## config.mk

```make
export PLATFORM = sky130hd
export DESIGN_NAME = mem_port_arbiter
export DESIGN_NICKNAME = d
export VERILOG_FILES = /design/src/rtl/mem_arb_pkg.sv /design/src/rtl/arb_watchdog.sv /design/src/rtl/mem_port_arbiter.sv
export SDC_FILE = /design/constraint.sdc
export NUM_CORES = 1
export LEC_CHECK = 0
export BUFFER_PORTS_ARGS = -buffer_cell sky130_fd_sc_hd__buf_4
export CELL_PAD_IN_SITES_DETAIL_PLACEMENT = 1
export CELL_PAD_IN_SITES_GLOBAL_PLACEMENT = 2
export CORE_UTILIZATION = 26
export CTS_CLUSTER_SIZE = 12
export DETAILED_ROUTE_END_ITERATION = 8
export GPL_TIMING_DRIVEN = 0
export PLACE_DENSITY_LB_ADDON = 0.08
export REMOVE_ABC_BUFFERS = 1
export SLEW_MARGIN = 20
export SYNTH_ARGS = -nofsm -noshare
export SYNTH_HDL_FRONTEND = slang
export SYNTH_SLANG_ARGS = --single-unit
```

## constraint.sdc

```tcl
create_clock -name clk -period 5.9 [get_ports clk]
set_input_delay 0.59 -clock clk [delete_from_list [all_inputs] [get_ports clk]]
set_output_delay 0.59 -clock clk [all_outputs]
set_load 0.01 [all_outputs]
```

## src/rtl/mem_arb_pkg.sv

```systemverilog
// Shared definitions for the memory port arbiter: FSM state encoding and
// the default watchdog limit.
package mem_arb_pkg;

  typedef enum logic [1:0] {
    IDLE     = 2'd0,
    D_ACCESS = 2'd1,
    I_ACCESS = 2'd2
  } state_t;

  localparam int TIMEOUT_DEFAULT = 255;

endpackage

```

## src/rtl/arb_watchdog.sv

```systemverilog
// Access watchdog: counts access cycles spent waiting on mem_ready and flags
// expiry in the cycle that would make the wait reach TIMEOUT.
module arb_watchdog
  import mem_arb_pkg::*;
#(
  parameter int TIMEOUT = TIMEOUT_DEFAULT
) (
  input  logic clk,
  input  logic reset,
  input  logic clear,
  input  logic enable,
  output logic expire
);

  localparam logic [7:0] LIMIT = 8'(TIMEOUT - 1);

  logic [7:0] count;

  // Wait-cycle counter, zeroed whenever no access is in flight.
  always_ff @(posedge clk or posedge reset) begin
    if (reset) begin
      count <= 8'd0;
    end else if (clear) begin
      count <= 8'd0;
    end else if (enable) begin
      count <= count + 8'd1;
    end
  end

  assign expire = enable & (count == LIMIT);

endmodule

```

## src/rtl/mem_port_arbiter.sv

```systemverilog
// Arbitrates one shared memory port between instruction fetch and the
// MEM-stage data access; data always wins, every access is watchdog-guarded.
module mem_port_arbiter
  import mem_arb_pkg::*;
#(
  parameter int TIMEOUT = TIMEOUT_DEFAULT
) (
  input  logic        clk,
  input  logic        reset,
  input  logic        if_req,
  input  logic [31:0] if_addr,
  output logic        if_done,
  output logic [31:0] if_rdata,
  input  logic        d_read,
  input  logic        d_write,
  input  logic [31:0] d_addr,
  input  logic [31:0] d_wdata,
  input  logic [3:0]  d_be,
  output logic        d_done,
  output logic [31:0] d_rdata,
  output logic        stall_if,
  output logic        stall_mem,
  output logic        mem_req,
  output logic        mem_we,
  output logic [31:0] mem_addr,
  output logic [31:0] mem_wdata,
  output logic [3:0]  mem_be,
  input  logic        mem_ready,
  input  logic [31:0] mem_rdata,
  output logic        bus_err,
  output logic [31:0] conflict_cnt
);

  state_t      state;
  logic [31:0] lat_addr;
  logic [31:0] lat_wdata;
  logic [3:0]  lat_be;
  logic        lat_we;
  logic        in_access;
  logic        data_req;
  logic        expire;
  logic        complete;
  logic        conflict_hit;

  assign data_req  = d_read | d_write;
  assign in_access = (state == D_ACCESS) | (state == I_ACCESS);
  assign complete  = in_access & (mem_ready | expire);

  arb_watchdog #(.TIMEOUT(TIMEOUT)) u_watchdog (
    .clk    (clk),
    .reset  (reset),
    .clear  (state == IDLE),
    .enable (in_access & ~mem_ready),
    .expire (expire)
  );

  assign mem_addr  = lat_addr;
  assign mem_wdata = lat_wdata;
  assign mem_be    = lat_be;
  assign mem_we    = lat_we;

  // Completion pulses; an aborted access returns zero data.
  always_comb begin
    if_done  = 1'b0;
    if_rdata = 32'h0;
    d_done   = 1'b0;
    d_rdata  = 32'h0;
    case (state)
      D_ACCESS: begin
        d_done  = complete;
        d_rdata = (complete & mem_ready) ? mem_rdata : 32'h0;
      end
      I_ACCESS: begin
        if_done  = complete;
        if_rdata = (complete & mem_ready) ? mem_rdata : 32'h0;
      end
      default: begin
        if_done = 1'b0;
      end
    endcase
  end

  assign stall_mem = data_req & ~d_done;
  assign stall_if  = (if_req & ~if_done) | stall_mem;

  // Arbitration FSM; request fields are captured on entry and held until completion.
  always_ff @(posedge clk or posedge reset) begin
    if (reset) begin
      state     <= IDLE;
      mem_req   <= 1'b0;
      lat_addr  <= 32'h0;
      lat_wdata <= 32'h0;
      lat_be    <= 4'h0;
      lat_we    <= 1'b0;
    end else begin
      case (state)
        IDLE: begin
          if (data_req) begin
            state     <= D_ACCESS;
            mem_req   <= 1'b1;
            lat_addr  <= d_addr;
            lat_wdata <= d_wdata;
            lat_be    <= d_be;
            lat_we    <= d_write;
          end else if (if_req) begin
            state     <= I_ACCESS;
            mem_req   <= 1'b1;
            lat_addr  <= if_addr;
            lat_wdata <= 32'h0;
            lat_be    <= 4'b1111;
            lat_we    <= 1'b0;
          end
        end
        D_ACCESS, I_ACCESS: begin
          if (complete) begin
            state   <= IDLE;
            mem_req <= 1'b0;
            lat_we  <= 1'b0;
          end
        end
        default: begin
          state   <= IDLE;
          mem_req <= 1'b0;
          lat_we  <= 1'b0;
        end
      endcase
    end
  end

  assign conflict_hit = if_req & ~if_done &
                        ((state == D_ACCESS) | ((state == IDLE) & data_req));

  // Sticky timeout flag and lost-fetch-cycle counter.
  always_ff @(posedge clk or posedge reset) begin
    if (reset) begin
      bus_err      <= 1'b0;
      conflict_cnt <= 32'h0;
    end else begin
      if (expire) begin
        bus_err <= 1'b1;
      end
      if (conflict_hit) begin
        conflict_cnt <= conflict_cnt + 32'd1;
      end
    end
  end

endmodule

```

# Word level (Yosys, flattened, before mapping)

Cells that the tools add are included.

Output and inout bits: 171
Memories: 0
Bits in read-only memories: 0
Input port bits: 138
Bits in latches: 0
Register bits: 113
Word-level logic and storage cells: 62
Bits in writable memories: 0

Multiplexer cells: 24
Bitwise gates (word level): 16
Shift-type cells: 0
Add/sub/neg operators: 2
Equality and inequality tests: 5
Reductions and logical operators: 6
Div/mod/pow operators: 0
Multiply operators: 0
$lt $le $gt $ge: 0

Operators by type and width:

| operator                                                               | count |
|---|---|
| 32-bit two-way mux                                                     | 7 |
| 32-bit by 1-bit adder with 32-bit output (second input constant)       | 1 |
| 8-bit two-way mux                                                      | 2 |
| 8-bit by 1-bit adder with 8-bit output (second input constant)         | 1 |
| 1-bit bitwise AND                                                      | 8 |
| 8-bit equality test (second input constant)                            | 1 |
| 4-bit two-way mux                                                      | 2 |
| 1-bit two-way mux                                                      | 7 |
| 2-bit two-way mux                                                      | 3 |
| 1-bit bitwise OR                                                       | 5 |
| 1-bit case mux with 2 select lines                                     | 2 |
| 2-bit case mux with 2 select lines                                     | 1 |
| 2-bit AND reduction                                                    | 2 |
| 2-bit nonzero test                                                     | 2 |
| 3-bit inequality test (second input constant)                          | 1 |
| 1-bit inverter                                                         | 3 |
| 2-bit by 1-bit equality test with 1-bit output (second input constant) | 1 |
| 2-bit equality test (second input constant)                            | 1 |
| 2-bit logical NOT                                                      | 1 |
| 2-bit inequality test (second input constant)                          | 1 |
| 2-bit OR reduction                                                     | 1 |

# Depth between registers and ports, before layout

Gate-level depths: netlist of the first run.

Word-level depth: 10
Mapped depth: 9
Mapped depth without buffers: 7

# By module

Synthesis of the first run repeated with hierarchy kept, for this count alone.

Cell total of the unflattened synthesis: 511
Area, all modules: 5,477.8 sq um

Modules (own cells, without submodules):

| module           | area each (sq um) | cells each | times used | sequential area each (sq um) |
|---|---|---|---|---|
| mem_port_arbiter | 5,058.6           | 469        | 1          | 2,627.5 |
| arb_watchdog     | 419.2             | 42         | 1          | 200.2 |

# Least setup slack after synthesis of the first run

No wires, ideal clock.

Kind: reg2out
Start: register state[0]
End: output port stall_mem
Arrival time: 1,604 ps
Path buffers: 0
Setup slack: 3,706 ps
Stages on the path, launching flop included: 8
Data required time: 5,310 ps
Cell sequence: dfrtp_1 inv_1 ha_1 nand4b_2 nor3_1 nor2_1 nor2_1 nor2_1

Longest elaborated chain between the ends: 9
Elaborated cells between the ends (all ways): 10
Classes of those cells: 2 x eq/ne; 1 x mux; 7 x bitwise

RTL lines:

| element                                                                                      | RTL line                                       | RTL |
|---|---|---|
| start, declared                                                                              | mem_port_arbiter.sv:34                         | `state_t state;` |
| start signal, assigned                                                                       | mem_port_arbiter.sv:89                         | `state <= IDLE;` |
| start signal, assigned                                                                       | mem_port_arbiter.sv:99                         | `state <= D_ACCESS;` |
| start signal, assigned                                                                       | mem_port_arbiter.sv:106                        | `state <= I_ACCESS;` |
| 2-bit by 1-bit equality test with 1-bit output / 2-bit equality test (equally long branches) | mem_port_arbiter.sv:46, mem_port_arbiter.sv:68 |  |
| 1-bit bitwise OR                                                                             | mem_port_arbiter.sv:46                         | `assign in_access = (state == D_ACCESS) \| (state == I_ACCESS);` |
| 1-bit bitwise AND                                                                            | mem_port_arbiter.sv:53                         | `.enable (in_access & ~mem_ready),` |
| 1-bit bitwise AND                                                                            | arb_watchdog.sv:30                             | `assign expire = enable & (count == LIMIT);` |
| 1-bit bitwise OR                                                                             | mem_port_arbiter.sv:47                         | `assign complete = in_access & (mem_ready \| expire);` |
| 1-bit bitwise AND                                                                            | mem_port_arbiter.sv:47                         |  |
| 1-bit two-way mux (*)                                                                        | mem_port_arbiter.sv:68                         | `case (state)` |
| named net d_done                                                                             | mem_port_arbiter.sv:19                         | `output logic d_done,` |
| 1-bit inverter (*)                                                                           | mem_port_arbiter.sv:83                         | `assign stall_mem = data_req & ~d_done;` |
| 1-bit bitwise AND (*)                                                                        | mem_port_arbiter.sv:83                         |  |
| end, declared                                                                                | mem_port_arbiter.sv:22                         | `output logic stall_mem,` |

Mark *: on every way through the listed nets, which the timed path passes. The rest lies on a longest branch.

# Worst setup path after layout of the first run

Start: register state[0]
End: register conflict_cnt[28]

Elaborated cells between the ends (all ways): 14
Classes of those cells: 2 x eq/ne; 1 x mux; 10 x bitwise; 1 x reduce/logical

RTL lines:

| element                    | RTL line                | RTL |
|---|---|---|
| 2-bit logical NOT          | n/a                     |  |
| named net u_watchdog.clear | arb_watchdog.sv:10      | `input logic clear,` |
| 1-bit bitwise AND          | mem_port_arbiter.sv:131 | `((state == D_ACCESS) \| ((state == IDLE) & data_req));` |
| 1-bit bitwise OR           | mem_port_arbiter.sv:131 |  |
| 1-bit bitwise AND          | mem_port_arbiter.sv:130 | `assign conflict_hit = if_req & ~if_done &` |
| end signal, assigned       | mem_port_arbiter.sv:143 | `conflict_cnt <= conflict_cnt + 32'd1;` |
| end, declared              | mem_port_arbiter.sv:31  | `output logic [31:0] conflict_cnt` |

The timed path passes the listed nets, and every way through them passes these cells.
A chain may end at the register's enable or synchronous reset.

==> out/metrics.yaml, run 1 <==
placed_design:
  gp_routability_congestion: 0.813
  dp.cells: 1079
  dp.final_hpwl_um: 14000
  port_buffers: 308
global_route:
  antenna_found_initial: 0
  grtUsageTotal_pct: 18.0
  gr-total-overflow: 0
  grt_pass1_vias: 5498
  grt_max_degree: 59
  grt_pass1_wl_um: 29900
critical_path:
  worstPathRequired_ps: 6200
  rr_worst_depth: 7
  end_kind: "flip-flop"
  path_max_fanout: 33
  crit_start: "state[0]"
  critPathLaunchType: "flip-flop"
  crit_type: "reg -> reg"
  slowest_delay_ps: 870
  reg2reg_from: "state[0]"
  crit_slowest_cell: "nor3_2"
  critPathArrivalTime_ps: 3510
  crit_chain: "inv_1 > ha_1 > o21a_4 > o211ai_4 > nor3_2 > nand4_1 > xnor2_1"
timing:
  setup_violations: 0
  hold_viol: 0
  fin_crit_sh_pct: 54.4
  finalMaxSlewViolations: 0
  fmax_mhz: 312
  tightest_slew_ps: 1070
  skew_ps: 12.3
  whs_ps: 210
  rsz0062_at_grt: "false"
  tns_ps: 0
  min_period_ps: 3210
  relSlewSlack_pct: 28.6
clock_network:
  post-cts-setup-buffers: 0
  cts.htree.levels: 4
  ctsHoldBuffers: 0
  cts_tree: "yes"
  cts_made_buffers: 17
  clockRootBuffer: "clkbuf_16"
  cts_resized: 0
  clk_path_buf_depth: 2
  clkSlewWorstSetupHoldPaths_ps: 60
  cts_sinks: 113
  clk_latency_ps: 420
detailed_routing:
  drc: 0
  drtPass1Iterations: 4
  wirelength_um: 18800
  ant_nets: 0
  routedWlPerCell_um: 16.9
  drt_iter0_drc: 188
  vias_per_cell: 4.66
  vias: 5168
floorplanning:
  core_um2: 19800
  dieArea_um2: 21100
  initial_core_util_pct: 26.9
  ios: 309
  rows: 51
  die_x_um: 145
  die_h_um: 145
layout:
  antenna_cells: 0
  syn2layout_area_growth_pct: 61.2
  fin_cells: 1110
  fin_util_pct: 43.4
  final_nets: 977
  drive_gt1_share_pct: 42.6
run:
  drv_cap: 0
yosys:
  synth-seq-area-share_pct: 53.1
  syn_area_per_cell_um2: 10.0
  ys.warnings.count: 0
  syn_inst: 531
  ys_ff_latch: 113
  synth.distinct_cells: 40
  synth_area_um2: 5320
pwr:
  vdd_drop_max_mv: 0.236
  fin_total_pwr_uw: 3850
  p_per_area_nw_per_um2: 448
  power.leakage_uw: 0.00427
status:
  status: "complete, no violations"
hold_path:
  hold_path.class: "in -> async"
## cells in the final DEF, fill, tap and decap left out, types with 2 or more instances in the layout
cell        count
a21oi_1         4
a22o_1         32
a31oi_1        32
and2_1         65
and3_1         11
and4_1          2
buf_16          5
buf_4         308
bufinv_16       2
clkbuf_16      17
clkinv_4        3
clkinvlp_4      5
dfrtp_1       113
ha_1            6
inv_1           6
inv_6           5
nand2_1        86
nand3_1        18
nand4_1        10
nor2_1         48
nor3_1          2
nor3_2          2
o22a_1          5
o22ai_1         2
or2_2           2
xnor2_1        30
xor2_1          8
## layout make-up
class	instances	area [µm²]
sequential	113	2830
timing repair buffer	313	2450
multi-input combinational	381	2360
clock inverter	14	159
fill	2275	11200
tap	265	332
inverter	7	31.3
clock buffer	17	425
## sequential cells by signal, summed over array words and instances (netlist names)
| name | flops |
|---|---|
| mem_wdata | 32 |
| mem_req | 1 |
| mem_be | 4 |
| u_watchdog.count | 8 |
| mem_we | 1 |
| mem_addr | 32 |
| conflict_cnt | 32 |
| state | 2 |
| bus_err | 1 |
## cells in the mapped netlist, drive strengths merged
| library cell | number | area (µm²) |
|---|---|---|
| a211oi | 1 | 7.51 |
| a21boi | 1 | 7.51 |
| a21oi | 4 | 20.0 |
| a22o | 32 | 280 |
| a31oi | 32 | 200 |
| and2 | 65 | 407 |
| and3 | 11 | 68.8 |
| and4 | 3 | 27.5 |
| buf | 9 | 60.1 |
| clkbuf | 21 | 78.8 |
| dfrtp | 113 | 2830 |
| ha | 6 | 75.1 |
| inv | 7 | 26.3 |
| mux2 | 1 | 11.3 |
| nand2 | 86 | 323 |
| nand2b | 1 | 6.26 |
| nand3 | 19 | 100 |
| nand4 | 10 | 62.6 |
| nand4b | 1 | 15.0 |
| nor2 | 49 | 186 |
| nor2b | 1 | 6.26 |
| nor3 | 5 | 46.3 |
| nor4 | 1 | 21.3 |
| o211ai | 2 | 28.8 |
| o21a | 1 | 15.0 |
| o21ai | 1 | 5.00 |
| o221ai | 1 | 8.76 |
| o22a | 5 | 43.8 |
| o22ai | 2 | 12.5 |
| or2 | 2 | 12.5 |
| xnor2 | 30 | 263 |
| xor2 | 8 | 70.1 |
## cell families after synthesis
kind of cell | after synthesis | synth area share (%)
buffers and inverters | 37 | 3.10
muxes | 1 | 0.212
xor gates and xnor gates | 38 | 6.25
adders and majority gates | 6 | 1.41
DFF | 113 | 53.1
AOI/OAI and AO/OA | 82 | 11.8
and+or+nand+nor | 254 | 24.1
## routing by layer
layer / part of all wire (%) / vias up / track usage, %
met4: 1.4 / 0 / 6.05
met1: 39 / 2522 / 19.7
met5: 0 / - / 0
met3: 9.6 / 22 / 7.64
met2: 50 / 209 / 31.1
li1: - / 2415 / -
## stage by stage
stage / area [µm²] / worst slack, ps
floorplan: 5180 / 2170
detailed placement: 8000 / 2620
global placement: 7830 / 724
global route: 8580 / 2430
finish: 8580 / 2690
CTS: 8580 / 2640
## worst paths after layout
path	to	slack, ps
worst min register to register	mem_req	490
worst max register to register	conflict_cnt[28]	2690
worst min-delay path	mem_wdata[19]	210
worst max-delay path	conflict_cnt[28]	2690
min in group clk	mem_wdata[4]	390
max in group asynchronous	mem_be[0]	4990
## power breakdown
group	total, µW	internal, µW	leakage (µW)	switching [µW]
Sequential	1220	1050	0.00141	175
Combinational	1610	798	0.00259	807
Clock	1020	625	0.000269	396
Total	3850	2470	0.00427	1380
## critical path, delay by kind of cell (launching register included)
family	cells	cell delay [ps]
buf+inv	1	110
compound gates	2	650
flops	1	380
xor+xnor	1	190
fa+ha+maj	1	640
simple gates	2	1100
Power figures use the tool's default switching activity.
==> run 2: changes to the inputs <==
--- a/config.mk
+++ b/config.mk
@@ -8,7 +8,7 @@
 export BUFFER_PORTS_ARGS = -buffer_cell sky130_fd_sc_hd__buf_4
 export CELL_PAD_IN_SITES_DETAIL_PLACEMENT = 1
 export CELL_PAD_IN_SITES_GLOBAL_PLACEMENT = 2
-export CORE_UTILIZATION = 26
+export CORE_UTILIZATION = 24
 export CTS_CLUSTER_SIZE = 12
 export DETAILED_ROUTE_END_ITERATION = 8
 export GPL_TIMING_DRIVEN = 0
==> constraint.sdc (replaced) <==
create_clock -name clk -period 3.1 [get_ports clk]
set_input_delay 0.31 -clock clk [delete_from_list [all_inputs] [get_ports clk]]
set_output_delay 0.31 -clock clk [all_outputs]
set_load 0.01 [all_outputs]
==> run 2 against run 1 <==
Effect of this change:
- hold slack got worse by 100 ps
- global-route usage fell by 1.5 points
- worst setup slack got worse by 2300 ps
- critical path depth shrank 2
- combinational power is 92% higher
- routed wire length down 0.46%
- critical path type is now reg -> out
- largest cell class unchanged
- largest power group unchanged
==> out/metrics.yaml, run 2 (synthesis gave the netlist of run 1 again) <==
status:
  status: "complete, no violations"
hold_path:
  holdPathStages: 2
  hold_path.class: "in -> reg"
layout:
  syn2layout_area_growth_pct: 62.3
  layout_commonest_cell: "buf_4"
  final_nets: 979  # +0.20%
  seqCellArea_um2: 2830  # unchanged
  drive_gt1_share_pct: 42.8  # +0.20 points
  final_cell_mix: "308 x buf_4, 113 x dfrtp_1, 86 x nand2_1, 65 x and2_1, 48 x nor2_1"
  antenna_cells: 0  # unchanged
  filler_cell_count: 2472  # +8.7%
  fin_util_pct: 39.7  # -3.7 points
  multi_input_area_um2: 2370  # +0.64%
floorplanning:
  rows: 54  # +5.9%
  die_x_um: 151  # +4.0%
  core_um2: 21800  # +10%
  ios: 309  # unchanged
  initial_core_util_pct: 24.5  # -2.4 points
  die_h_um: 151  # +4.0%
  dieArea_um2: 22800  # +8.2%
detailed_routing:
  drc: 0  # unchanged
  vias: 5109  # -1.1%
  vias_per_cell: 4.53  # -2.7%
  ant_nets: 0  # unchanged
  drt_iter0_drc: 134  # -29%
  drtPass1Iterations: 4  # unchanged
  wirelength_um: 18700  # -0.46%
  routedWlPerCell_um: 16.6  # -2.1%
clock_network:
  cts.htree.levels: 4  # unchanged
  clk_path_buf_depth: 2  # unchanged
  cts_made_buffers: 17  # unchanged
  clockRootBuffer: "clkbuf_16"
  cts_sinks: 113  # unchanged
  clkSlewWorstSetupHoldPaths_ps: 70  # about the same
  post-cts-setup-buffers: 0  # unchanged
  clk_latency_ps: 420  # about the same
  cts_tree: "yes"
placed_design:
  dp.final_hpwl_um: 14000  # +0.13%
  gp_routability_congestion: 0.716  # -12%
  port_buffers: 308  # unchanged
global_route:
  grt_max_degree: 64  # +8.5%
  grtUsageTotal_pct: 16.4  # -1.5 points
  gr-total-overflow: 0  # unchanged
  antenna_found_initial: 0  # unchanged
  grt_pass1_wl_um: 28700  # -4.0%
  grt_pass1_vias: 5351  # -2.7%
pwr:
  p_seq_share_pct: 31.7  # about the same
  comb_power_share_pct: 42.0  # +0.3 points
  p_per_area_nw_per_um2: 851  # +90%
  internal-power_uw: 4690  # +90%
  vdd_drop_max_mv: 0.340  # +44%
  power.leakage_uw: 0.00429  # +0.40%
  power_switching_uw: 2660  # +93%
  fin_total_pwr_uw: 7360  # +91%
  power.share.clock_pct: 26.4  # about the same
  p_sw_share_pct: 36.2  # +0.39 points
critical_path:
  crit_type: "reg -> out"
  crit_chain: "inv_1 > ha_2 > and3_1 > and2_1 > buf_4"
  path_delay_family: "simple AND/OR/NAND/NOR gates"
  critPathArrivalTime_ps: 2410  # -1100 ps
  cp.depth: 5  # -2
  end_kind: "output port"
  rr_worst_depth: 7  # unchanged
  path_max_fanout: 32  # -3.0%
  crit_slowest_cell: "and3_1"
  critPathLaunchType: "flip-flop"
  slowest_delay_ps: 780  # -90 ps
  critPathBufInv: 2  # +1
  worstPathRequired_ps: 2790  # -3410 ps
timing:
  rsz0062_at_grt: "false"
  relSlewSlack_pct: 38.5  # +9.9 points
  fin_crit_sh_pct: 87.7
  setup_violations: 0  # unchanged
  skew_ps: 10.9  # -1.43 ps
  tns_ps: 0  # unchanged
  hold_viol: 0  # unchanged
  tightest_slew_ps: 923  # -142 ps
  finalMaxSlewViolations: 0  # unchanged
  fmax_mhz: 368
  min_period_ps: 2720
run:
  drv_cap: 0  # unchanged
## run 2: layer usage
metal	part of all wire, %	up-vias	GRT usage (%)
li1	-	2418	-
met1	38	2487	18.2
met2	51	190	28.5
met3	10	14	7.05
met4	1.0	0	4.65
met5	0	-	0
## run 2: power by group through the flow
stage	Clock, µW	Combinational (µW)	Sequential, µW
4_1_cts	2000	3160	2330
5_1_grt	2060	3390	2400
6_report	1940	3090	2330
2_1_floorplan	0	1240	2520
3_5_place_dp	0	3150	2330
3_3_place_gp	0	2900	2320
## run 2: path summary, 6_finish.rpt
kind,from,endpoint,slack (ps)
max,state[1],if_rdata[7],380
max in group asynchronous,reset,mem_be[1],1920
min reg2reg,conflict_cnt[31],conflict_cnt[31],480
min,d_wdata[25],mem_wdata[25],110
min in group asynchronous,reset,mem_wdata[30],480
max reg2reg,state[0],conflict_cnt[28],400
## run 2: per-stage QoR
stage	cells	hold slack [ps]	instance area (µm²)	setup slack, ps
2_1_floorplan	501	450	5180	-626
3_3_place_gp	1089	462	7850	-2050
3_5_place_dp	1095	401	8030	-216
4_1_cts	1128	93.2	8640	105
5_1_grt	1128	100	8640	167
6_report	1128	110	8640	382
## run 2: what timing repair did
action / CTS / global route
hold buffers: 1 / 0
gates resized for setup: 2 / 1
setup endpoints to repair: 28 / 21
endpoints found under the hold margin: 50 / 0
## run 2: area by class of cell
| cell class | instances | share of cell area [%] |
|---|---|---|
| Multi-Input combinational cell | 381 | 27.5 |
| Inverter | 7 | 0.362 |
| Sequential cell | 113 | 32.7 |
| Clock inverter | 14 | 1.68 |
| Tap cell | 280 | 4.05 |
| Clock buffer | 18 | 5.08 |
| Timing Repair Buffer | 315 | 28.6 |
==> run 3: changes to the inputs <==
--- a/config.mk
+++ b/config.mk
@@ -8,7 +8,7 @@
 export BUFFER_PORTS_ARGS = -buffer_cell sky130_fd_sc_hd__buf_4
 export CELL_PAD_IN_SITES_DETAIL_PLACEMENT = 1
 export CELL_PAD_IN_SITES_GLOBAL_PLACEMENT = 2
-export CORE_UTILIZATION = 24
+export CORE_UTILIZATION = 26
 export CTS_CLUSTER_SIZE = 12
 export DETAILED_ROUTE_END_ITERATION = 8
 export GPL_TIMING_DRIVEN = 0
==> constraint.sdc (replaced) <==
create_clock -name clk -period 3.4 [get_ports clk]
set_input_delay 0.34 -clock clk [delete_from_list [all_inputs] [get_ports clk]]
set_output_delay 0.34 -clock clk [all_outputs]
set_load 0.01 [all_outputs]
==> run 3 against run 2 <==
Effect of this change:
- worst setup slack got worse by 190 ps
- sequential power decreased by 9.0%
- core utilization increased by 3.7 points
- sequential cell count unchanged
- die area decreased by 7.6%
==> out/metrics.yaml, run 3 (synthesis gave the netlist of run 1 again) <==
timing:
  fin_crit_sh_pct: 94.4
  tightest_slew_ps: 1070  # +145 ps
  fmax_mhz: 312
  skew_ps: 10.6  # -0.333 ps
  finalMaxSlewViolations: 0  # unchanged
  rsz0062_at_grt: "true"
  min_period_ps: 3210
  hold_viol: 0  # unchanged
  relSlewSlack_pct: 28.5  # -10 points
  setup_violations: 0  # unchanged
critical_path:
  r2r_slack_ps: 190  # -210 ps
  critPathLaunchType: "flip-flop"
  crit_type: "reg -> reg"
  crit_chain: "inv_1 > ha_1 > o21a_4 > o211ai_4 > nor3_2 > nand4_1 > xnor2_1"
  crit_slowest_cell: "nor3_2"
  critPathArrivalTime_ps: 3510  # +1100 ps
  slowest_delay_ps: 880  # +100 ps
  rr_worst_depth: 7  # unchanged
  reg2reg_from: "state[0]"
  end_kind: "flip-flop"
  r2r_end: "conflict_cnt[30]"
  path_max_fanout: 33  # +3.1%
  worstPathRequired_ps: 3700  # +910 ps
global_route:
  antenna_found_initial: 0  # unchanged
  grt_max_degree: 59  # -7.8%
  grtUsageTotal_pct: 18.0  # +1.6 points
  grt_pass1_wl_um: 30000  # +4.5%
  grt_pass1_vias: 5502  # +2.8%
  grt_util_met2_pct: 31.2  # +2.6 points
  met3_usage_pct: 7.64  # +0.59 points
  use_met1_pct: 19.8  # +1.6 points
  busiest_layer: "met2"
  gr-total-overflow: 0  # unchanged
layout:
  syn2layout_area_growth_pct: 61.4
  antenna_cells: 0  # unchanged
  layout_commonest_cell: "buf_4"
  final_nets: 978  # -0.10%
  filler_cell_count: 2274  # -8.0%
  finalInstanceArea_um2: 8590  # -0.56%
  multi_input_area_um2: 2360  # -0.63%
  drive_gt1_share_pct: 42.6  # -0.25 points
  seqCellArea_um2: 2830  # unchanged
  final_cell_mix: "308 x buf_4, 113 x dfrtp_1, 86 x nand2_1, 65 x and2_1, 48 x nor2_1"
placed_design:
  port_buffers: 308  # unchanged
  gp_routability_congestion: 0.813  # +13%
  dp.final_hpwl_um: 14000  # -0.13%
  placed_area_um2: 8000  # -0.42%
floorplanning:
  die_x_um: 145  # -3.9%
  core_um2: 19800  # -9.1%
  die_h_um: 145  # -3.9%
  ios: 309  # unchanged
  dieArea_um2: 21100  # -7.6%
  rows: 51  # -5.6%
  initial_core_util_pct: 26.9  # +2.4 points
clock_network:
  cts.htree.levels: 4  # unchanged
  cts_sinks: 113  # unchanged
  clk_path_buf_depth: 2  # unchanged
  clk_latency_ps: 420  # about the same
  cts_tree: "yes"
  cts_made_buffers: 17  # unchanged
  clkSlewWorstSetupHoldPaths_ps: 60  # about the same
  clockRootBuffer: "clkbuf_16"
detailed_routing:
  vias_per_cell: 4.66  # +2.8%
  ant_nets: 0  # unchanged
  drtPass1Iterations: 4  # unchanged
  wirelength_um: 18800  # +0.44%
  drc: 0  # unchanged
  drt_iter0_drc: 173  # +29%
  vias: 5175  # +1.3%
  routedWlPerCell_um: 16.9  # +2.0%
pwr:
  p_per_area_nw_per_um2: 777  # -8.8%
  fin_total_pwr_uw: 6680  # -9.3%
  vdd_drop_max_mv: 0.407  # +20%
  power.leakage_uw: 0.00427  # -0.31%
hold_path:
  holdPathStages: 2  # unchanged
  whs_endpoint: "mem_wdata[4]"
  hp-start: "d_wdata[4]"
  hold_path.class: "in -> reg"
run:
  drv_cap: 0  # unchanged
status:
  status: "complete, no violations"
run 3: worst max-delay path: cells and delay by family (launching register included):
kind / cells / cell delay [ps]
flip-flops: 1 / 380
adder cells (fa/ha/maj): 1 / 630
AND/OR/NAND/NOR: 2 / 1120
AO/OA/AOI/OAI: 2 / 650
buffers and inverters: 1 / 110
XOR/XNOR: 1 / 190
run 3: timing repair:
| action | 4_1_cts | 5_1_grt |
|---|---|---|
| gates resized for setup | 0 | 0 |
| setup endpoints to repair | 0 | 20 |
| setup buffers | 0 | 0 |
| hold buffers | 1 | 0 |
| hold endpoints to repair | 3 | 0 |
run 3: worst max-delay path by stage:
stage                     startpoint                to  slack (ps)  depth (start not counted)
final                       state[0]  conflict_cnt[30]         190                          7
after global routing        state[0]  conflict_cnt[25]         -70                          7
after CTS                   state[0]  conflict_cnt[30]         140                          7
after detailed placement    state[0]  conflict_cnt[30]         120                          7
after global placement      state[0]       mem_addr[9]       -1760                          4
after floorplan             state[0]         mem_be[0]        -330                          4
run 3: area by class of cell:
type / count / share of cell area (%)
clock buffers: 17 / 4.95
inverters: 7 / 0.364
repair buffers: 314 / 28.6
clock inverters: 14 / 1.85
flip-flops and latches: 113 / 32.9
well taps: 265 / 3.86
multi-input cells: 381 / 27.4
run 3: power by group:
| group | switching, µW | internal, µW | leakage (µW) |
|---|---|---|---|
| Clock | 683 | 1080 | 0.000269 |
| Combinational | 1400 | 1390 | 0.00259 |
| Sequential | 304 | 1820 | 0.00141 |
run 3: routing by layer:
metal	vias to the layer above	routed length, µm
met5	-	0
met4	0	265
met3	21	1880
met2	211	9410
met1	2528	7240
li1	2415	-
run 3: metrics by stage:
step	instances	util (%)	worst slack, ps	TNS, ps	hold slack, ps
2_1_floorplan	501	-	-326	-11240	480
3_3_place_gp	1074	39.6	-1760	-234190	477
3_5_place_dp	1079	40.4	119	0	448
4_1_cts	1111	43.4	138	0	121
5_1_grt	1111	43.4	-73.1	-676	124
6_report	1111	43.4	192	0	142
